<file path="config.mk">
export PLATFORM = sky130hd
export DESIGN_NAME = muldiv_div_unit
export DESIGN_NICKNAME = d
export VERILOG_FILES = /design/src/rtl/muldiv_div_unit.sv
export SDC_FILE = /design/constraint.sdc
export NUM_CORES = 1
export LEC_CHECK = 0
export CAP_MARGIN = 5
export CORE_MARGIN = 10
export CORE_UTILIZATION = 50
export DETAILED_ROUTE_END_ITERATION = 6
export PLACE_DENSITY = 0.71
export SLEW_MARGIN = 20
export SYNTH_ARGS = -nofsm -noshare
export SYNTH_HDL_FRONTEND = slang
export SYNTH_SLANG_ARGS = --single-unit
export TNS_END_PERCENT = 30
</file>
<file path="constraint.sdc">
create_clock -name clk -period 9.7 [get_ports clk]
set_clock_uncertainty 0.2 [all_clocks]
set_input_delay 2.425 -clock clk [delete_from_list [all_inputs] [get_ports clk]]
set_output_delay 2.425 -clock clk [all_outputs]
set_load 0.03 [all_outputs]
</file>
<file path="src/rtl/muldiv_div_unit.sv">
// rtl/muldiv_div_unit.sv - iterative RV32M DIV/DIVU/REM/REMU unit
// Restoring divide on operand magnitudes; sign fix-up folded into the final CALC step.
module muldiv_div_unit #(
    parameter int XLEN           = 32,
    parameter int BITS_PER_CYCLE = 1
) (
    input  logic            clk,
    input  logic            rst,
    input  logic            start_,
    input  logic            flush_,
    input  logic [2:0]      funct3_,
    input  logic [XLEN-1:0] rs1_value,
    input  logic [XLEN-1:0] rs2_value,
    input  logic [4:0]      rd_in_,
    output logic            busy_,
    output logic            done_,
    output logic [XLEN-1:0] result_,
    output logic [4:0]      rd_out_
);
    localparam int N  = XLEN / BITS_PER_CYCLE;
    localparam int CW = (N > 1) ? $clog2(N) : 1;

    typedef enum logic [1:0] {S_IDLE, S_CALC, S_DONE} state_t;

    state_t          r_state, w_next;
    logic [CW-1:0]   r_cnt;
    logic [XLEN-1:0] r_rem, r_quo, r_dvs;
    logic            r_is_rem, r_neg_q, r_neg_r;
    logic [4:0]      r_rd, r_rd_out;
    logic [XLEN-1:0] r_result;

    logic            w_signed, w_is_rem, w_accept, w_div0, w_ovf, w_special, w_last;
    logic [XLEN-1:0] w_special_res, w_abs1, w_abs2;
    logic [XLEN-1:0] w_step_rem, w_step_quo, w_fix_q, w_fix_r, w_calc_res;

    assign w_signed  = (funct3_ == 3'b100) || (funct3_ == 3'b110);
    assign w_is_rem  = (funct3_ == 3'b110) || (funct3_ == 3'b111);
    assign w_accept  = (r_state == S_IDLE) && start_ && !flush_;
    assign w_div0    = (rs2_value == '0);
    assign w_ovf     = w_signed && (rs1_value == {1'b1, {(XLEN-1){1'b0}}}) && (rs2_value == '1);
    assign w_special = w_div0 || w_ovf;
    // Overflow case: DIV returns the dividend (most negative value), REM returns 0.
    assign w_special_res = w_div0 ? (w_is_rem ? rs1_value : '1)
                                  : (w_is_rem ? '0 : rs1_value);
    assign w_abs1 = (w_signed && rs1_value[XLEN-1]) ? -rs1_value : rs1_value;
    assign w_abs2 = (w_signed && rs2_value[XLEN-1]) ? -rs2_value : rs2_value;
    assign w_last = (r_cnt == CW'(N - 1));

    always_comb begin
        logic [XLEN-1:0] v_rem;
        logic [XLEN-1:0] v_quo;
        logic [XLEN:0]   v_sh;
        v_rem = r_rem;
        v_quo = r_quo;
        v_sh  = '0;
        for (int i = 0; i < BITS_PER_CYCLE; i++) begin
            v_sh  = {v_rem, v_quo[XLEN-1]};
            v_quo = {v_quo[XLEN-2:0], 1'b0};
            if (v_sh >= {1'b0, r_dvs}) begin
                v_sh     = v_sh - {1'b0, r_dvs};
                v_quo[0] = 1'b1;
            end
            v_rem = v_sh[XLEN-1:0];
        end
        w_step_rem = v_rem;
        w_step_quo = v_quo;
    end

    assign w_fix_q    = r_neg_q ? -w_step_quo : w_step_quo;
    assign w_fix_r    = r_neg_r ? -w_step_rem : w_step_rem;
    assign w_calc_res = r_is_rem ? w_fix_r : w_fix_q;

    always_comb begin
        w_next = r_state;
        case (r_state)
            S_IDLE: if (w_accept) w_next = w_special ? S_DONE : S_CALC;
            S_CALC: begin
                if (flush_)      w_next = S_IDLE;
                else if (w_last) w_next = S_DONE;
            end
            S_DONE:  w_next = S_IDLE;
            default: w_next = S_IDLE;
        endcase
    end

    assign busy_   = (r_state != S_IDLE);
    assign done_   = (r_state == S_DONE) && !flush_;
    assign result_ = r_result;
    assign rd_out_ = r_rd_out;

    always_ff @(posedge clk or negedge rst) begin
        if (!rst) begin
            r_state  <= S_IDLE;
            r_cnt    <= '0;
            r_rem    <= '0;
            r_quo    <= '0;
            r_dvs    <= '0;
            r_is_rem <= 1'b0;
            r_neg_q  <= 1'b0;
            r_neg_r  <= 1'b0;
            r_rd     <= '0;
            r_rd_out <= '0;
            r_result <= '0;
        end else begin
            r_state <= w_next;
            if (w_accept) begin
                r_is_rem <= w_is_rem;
                r_neg_q  <= w_signed && (rs1_value[XLEN-1] ^ rs2_value[XLEN-1]);
                r_neg_r  <= w_signed && rs1_value[XLEN-1];
                r_rd     <= rd_in_;
                r_cnt    <= '0;
                r_rem    <= '0;
                r_quo    <= w_abs1;
                r_dvs    <= w_abs2;
                if (w_special) begin
                    r_result <= w_special_res;
                    r_rd_out <= rd_in_;
                end
            end else if (r_state == S_CALC && !flush_) begin
                r_rem <= w_step_rem;
                r_quo <= w_step_quo;
                r_cnt <= r_cnt + 1'b1;
                if (w_last) begin
                    r_result <= w_calc_res;
                    r_rd_out <= r_rd;
                end
            end
        end
    end
endmodule

</file>
# == Word-level counts from Yosys, hierarchy flattened ==
# Index checks and enable logic that the tools add are counted.
# word_totals
register_bits,148
in_bits,76
output_inout_bits,39
word_cells,79
# classes
n_addsub,6
order_cmp,1
n_eq_ne,11
muxes,29
bitwise,1
reduce_logical,20
# ops
op,count
32-bit 2-to-1 mux,17
32-bit negator,4
"32-bit == test, second input constant",2
33-bit by 32-bit greater-or-equal comparator with 1-bit output,1
32-bit logical NOT,1
32-bit subtractor,1
5-bit 2-to-1 mux,6
"3-bit == test, second input constant",3
1-bit logical AND,9
2-bit 2-to-1 mux,4
2-bit nonzero test,3
"5-bit by 1-bit adder with 5-bit output, second input constant",1
"5-bit == test, second input constant",1
2-bit case mux with 2 select lines,1
1-bit logical OR,3
"3-bit != test, second input constant",1
3-bit AND reduction,1
"2-bit by 1-bit == test with 1-bit output, second input constant",1
"2-bit == test, second input constant",1
2-bit logical NOT,1
"2-bit by 1-bit != test with 1-bit output, second input constant",1
"2-bit != test, second input constant",1
2-bit AND reduction,1
1-bit logical NOT,1
2 further kinds,2

# == Longest topological paths before layout ==
# logic_depth
ltp_word,8
ltp_mapped,25
ltp_nobuf,20

# == Worst setup path after synthesis ==
# OpenSTA, ideal clock, no wires.
# synth_timing
path_type,input -> output
from,input flush_
to,output done_
arrival_ns,3.152
t_required_ns,7.075
setup_slack_ns,3.923
cell_stages,1
path_buffers,0
path_cell_list,nor3b_1
# synth_between
elab_chain_cells,2
# synth_rtl
item,line_no,source
start: declaration,10,"input logic flush_,"
1-bit logical NOT,87,assign done_ = (r_state == S_DONE) && !flush_;
1-bit logical AND,87,
end: declaration,16,"output logic done_,"
# Every way passes these cells.

# == Final worst setup path ==
# layout_timing
from,register r_dvs[2]
to,"register r_result[20], in the netlist result_[20]"
# layout_between
elab_chain_cells,8
elab_cells_between_ends,12
classes_between,add/sub: 3; order compare: 1; mux: 8
# layout_rtl
item,line_no,source
start: declaration,27,"logic [XLEN-1:0] r_rem, r_quo, r_dvs;"
start signal: assignment,114,r_dvs <= w_abs2;
32-bit subtractor or 33-bit by 32-bit greater-or-equal comparator with 1-bit output (tied branches),"60, 59",
32-bit 2-to-1 mux or 1-bit 2-to-1 mux (tied branches),59,"if (v_sh >= {1'b0, r_dvs}) begin"
"32-bit negator, on equally long branches","70, 69",
"32-bit 2-to-1 mux, on equally long branches","70, 69",
32-bit 2-to-1 mux *,71,assign w_calc_res = r_is_rem ? w_fix_r : w_fix_q;
32-bit 2-to-1 mux *,123,if (w_last) begin
32-bit 2-to-1 mux *,119,end else if (r_state == S_CALC && !flush_) begin
32-bit 2-to-1 mux *,106,if (w_accept) begin
end signal: assignment,116,r_result <= w_special_res;
end signal: assignment,124,r_result <= w_calc_res;
end: declaration,30,logic [XLEN-1:0] r_result;
# Every way passes the cells marked *; elsewhere a longest branch is shown, timed or not. The select of a mux whose other input is x is not followed.
# A chain may end at the register's enable or synchronous reset.

==> results.txt <==
Clk pwr share: 16.7%
Crit end category: flop
Routed wire per std cell: 20.8 µm
Sequential share of power: 22.7%
Clk_lat worst skew: 0.44 ns
Worst setup margin: 3.21 ns
Core area: 23500 µm²
Final Non-Filler Cells: 1938
TritonRoute pass-1 iters: 5
Buffer depth of the longest clock path: 2
VDD IR max: 0.000143 V
Num CTS Buffers: 17
Die area: 30400 µm²
Buf+Inv Stages, Crit Path: 3
Mapped Area: 11900 µm²
Setup TNS: 0 ns
Multi-input gate area: 7650 µm²
Synth area leader: dfrtp_1
Setup repair after global routing missed its margin: no
CP Data Arrival Time: 6.57 ns
WL final: 40.2 mm
Layout filler cell count: 2213
Critical Path Slowest Stage Cell: a221oi_1
Post-DP Area: 13200 µm²
CTS root buffer: clkbuf_16
CP Class: flop to flop
Ys async rst share: 100%
Most Frequent Cell on Critical Path: ha_1
Chip height: 174 µm
Via count of the routed design: 11966
GR Util All Layers: 26.0%
Clock-pin transition on the worst setup and hold timing paths: 0.07 ns
Share of cells above drive strength 1: 4.94%
DR iter-0 viols: 1289
Final worst-path cycle share: 66.9%
IO Port Bufs: 114
Pwr dens: 295 nW/µm²
Syn nets: 1669
Placed Cells: 1906
Final core occ: 58.8%
Final Hold Viols: 0
Vias per cell: 6.17
Largest net degree at the start of global routing: 97
Status: finished, final reports clean
Post-route cell area: 13800 µm²
Crit-path max FO: 39
Slew HR: 34.3%
Post-CTS setup buffers: 0
Final ANT Viol Nets: 0
Crit path cell chain: inv_1 > ha_1 > o211a_1 > a21boi_4 > o311a_1 > o21bai_2 > nand2_2 > inv_2 > buf_4 > mux2i_1 > ha_1 > nor3b_1 > nand2_1 > or2_2 > nor4_1 > a31oi_1 > or4b_4 > o21ai_1 > xnor2_1 > a221oi_1 > a21oi_1
Overflow after GRT: 0
CTS tree: done
Post-synth EDFFs: 0
Post-synthesis register bit count: 148
Io pins: 115
Psw: 2.07 mW
Post-DP HPWL: 30.0 mm
Fin nets: 1722
Max-cap viol count: 0
Row Count: 56
Reg2Reg Setup Slack: 3.21 ns
Number of global-route vias before repair: 11232
Sink Count: 148
Delay of the slowest critical-path stage: 0.66 ns
Initial antenna violation count: 0
Die Wd: 174 µm
Setup violators final: 0
Logic gate share of total power: 60.6%
WP data required: 9.78 ns
H-Tree Depth: 4
Post-synth top area share: 31.1%
Final Slew Violations: 0
P_int: 1.99 mW
Most used DFF post-synth: dfrtp_1
Sw Share: 51.0%
Yosys cell types: 80
Initial core utilization: 50.7%
Worst Max-Slew Pin Slew: 0.980 ns
P&R area growth vs syn: 15.8%
Avg Inst Size Synth: 7.67 µm²
Hold Crit Class: flop to flop
GPL Wtd Cong: 0.944
Sequential area share after synthesis: 31.1%
# DRC: 0
Minimum clock period: 6.49 ns
Largest cells by area after synthesis: dfrtp_1, nand2_1, o21ai_0
Syn Inst Count: 1553
N_diodes: 0
Setup Slack @ Placement: 2.94 ns
Hold Buf Count CTS: 0
Critical path's top delay family: compound AO/OA/AOI/OAI gates
F_max: 154 MHz
Synth warn: 0
First-pass GRT wire length: 64.1 mm
Leakage power: 5.63 nW
Sequential Area: 3700 µm²
Startpoint Class: flop
Resize count post-CTS: 0
placed cells by master (no fill, tap or decap), drive strengths merged, types with 17 or more instances in the layout:
cell,synthesis,layout
ha,39,39
nand3,20,20
mux2i,20,20
a21oi,112,112
nand2,259,259
o31ai,24,24
o21ai,147,147
dfrtp,148,148
nor4,19,19
inv,54,64
nor2,135,135
a31oi,52,52
xor2,68,68
nor3,33,33
nand4,27,27
clkdlybuf4s50,0,113
xnor2,77,77
clkbuf,66,17
o211ai,26,26
per-stage QoR:
| step | hold slack (ns) | total power [mW] |
|---|---|---|
| 2_1_floorplan | 0.240 | 2.66 |
| 3_3_place_gp | 0.252 | 3.29 |
| 3_5_place_dp | 0.265 | 3.33 |
| 4_1_cts | 0.282 | 4.02 |
| 5_1_grt | 0.319 | 4.35 |
| 6_report | 0.275 | 4.07 |
power groups by stage:
stage / logic (mW) / registers, mW / clock network (mW)
finish: 2.46 / 0.923 / 0.680
global route: 2.70 / 0.938 / 0.715
CTS: 2.42 / 0.917 / 0.688
detailed placement: 2.40 / 0.928 / 0
global placement: 2.37 / 0.922 / 0
floorplan: 1.81 / 0.858 / 0
worst min-delay path: stages, from the launching register on:
cell and delay (ns):
dfrtp_1 0.33, nand2_1 0.06, nand2_1 0.06
layout make-up:
type	count	share of cell area [%]
timing repair buffer	129	9.10
multi-input combinational	1255	55.4
inverter	55	1.50
clock inverter	15	1.15
sequential	148	26.8
tap	319	2.89
clock buffer	17	3.08
flip-flops by register name (all words and copies together) (netlist names):
register and flops:
r_state 2, result_ 32, r_rd 5, rd_out_ 5
r_quo 32, r_neg_r 1, r_dvs 32, r_is_rem 1
r_cnt 5, r_rem 32, r_neg_q 1
routing by layer:
metal / track usage, % / share of wire (%)
met5: 0 / 0
met1: 35.5 / 45
met2: 40.2 / 45
met3: 6.13 / 8.0
met4: 7.05 / 2.3
logic make-up after synthesis:
logic type | after synthesis | share of synthesized area [%]
and+or+nand+nor | 580 | 22.3
AOI/OAI and AO/OA | 465 | 24.6
xor gates and xnor gates | 145 | 10.7
buffers and inverters | 150 | 4.95
adders and majority gates | 40 | 4.27
DFF | 148 | 31.1
muxes | 25 | 2.15
Yosys cell counts, types with 4 or more instances:
cell type	instances
a31oi_1	52
xnor2_1	77
o41ai_1	14
or2_2	6
nand2b_1	6
a22o_1	8
mux2i_1	20
nor3b_1	4
a21o_1	8
dfrtp_1	148
a21oi_1	109
nand4b_1	6
a22oi_1	4
and2_1	6
nand2_1	258
o211a_1	4
o211ai_1	26
mux2_2	4
buf_1	15
inv_1	53
nor2b_1	9
ha_1	39
o21a_1	10
nand4_1	27
buf_2	12
nand3b_1	5
clkbuf_1	66
nor2_1	135
nor3_1	33
o21ai_1	7
xor2_1	68
or3_1	14
nor4_1	18
a211oi_1	10
o31ai_1	24
and3_1	11
or4_1	11
o21ai_0	140
nand3_1	20
path summary, 6_finish.rpt:
kind / from / endpoint / cells past startpoint
hold reg to reg: r_rd[2]$_DFFE_PN0P_ / r_rd[2]$_DFFE_PN0P_ / 2
hold / removal: r_rd[2]$_DFFE_PN0P_ / r_rd[2]$_DFFE_PN0P_ / 2
min in group asynchronous: rst / r_dvs[5]$_DFFE_PN0P_ / 1
setup reg to reg: r_dvs[2]$_DFFE_PN0P_ / result_[20]$_DFFE_PN0P_ / 21
max in group asynchronous: rst / result_[31]$_DFFE_PN0P_ / 2
setup / recovery: r_dvs[2]$_DFFE_PN0P_ / result_[20]$_DFFE_PN0P_ / 21
No activity file was read; power rests on OpenSTA's default activity.
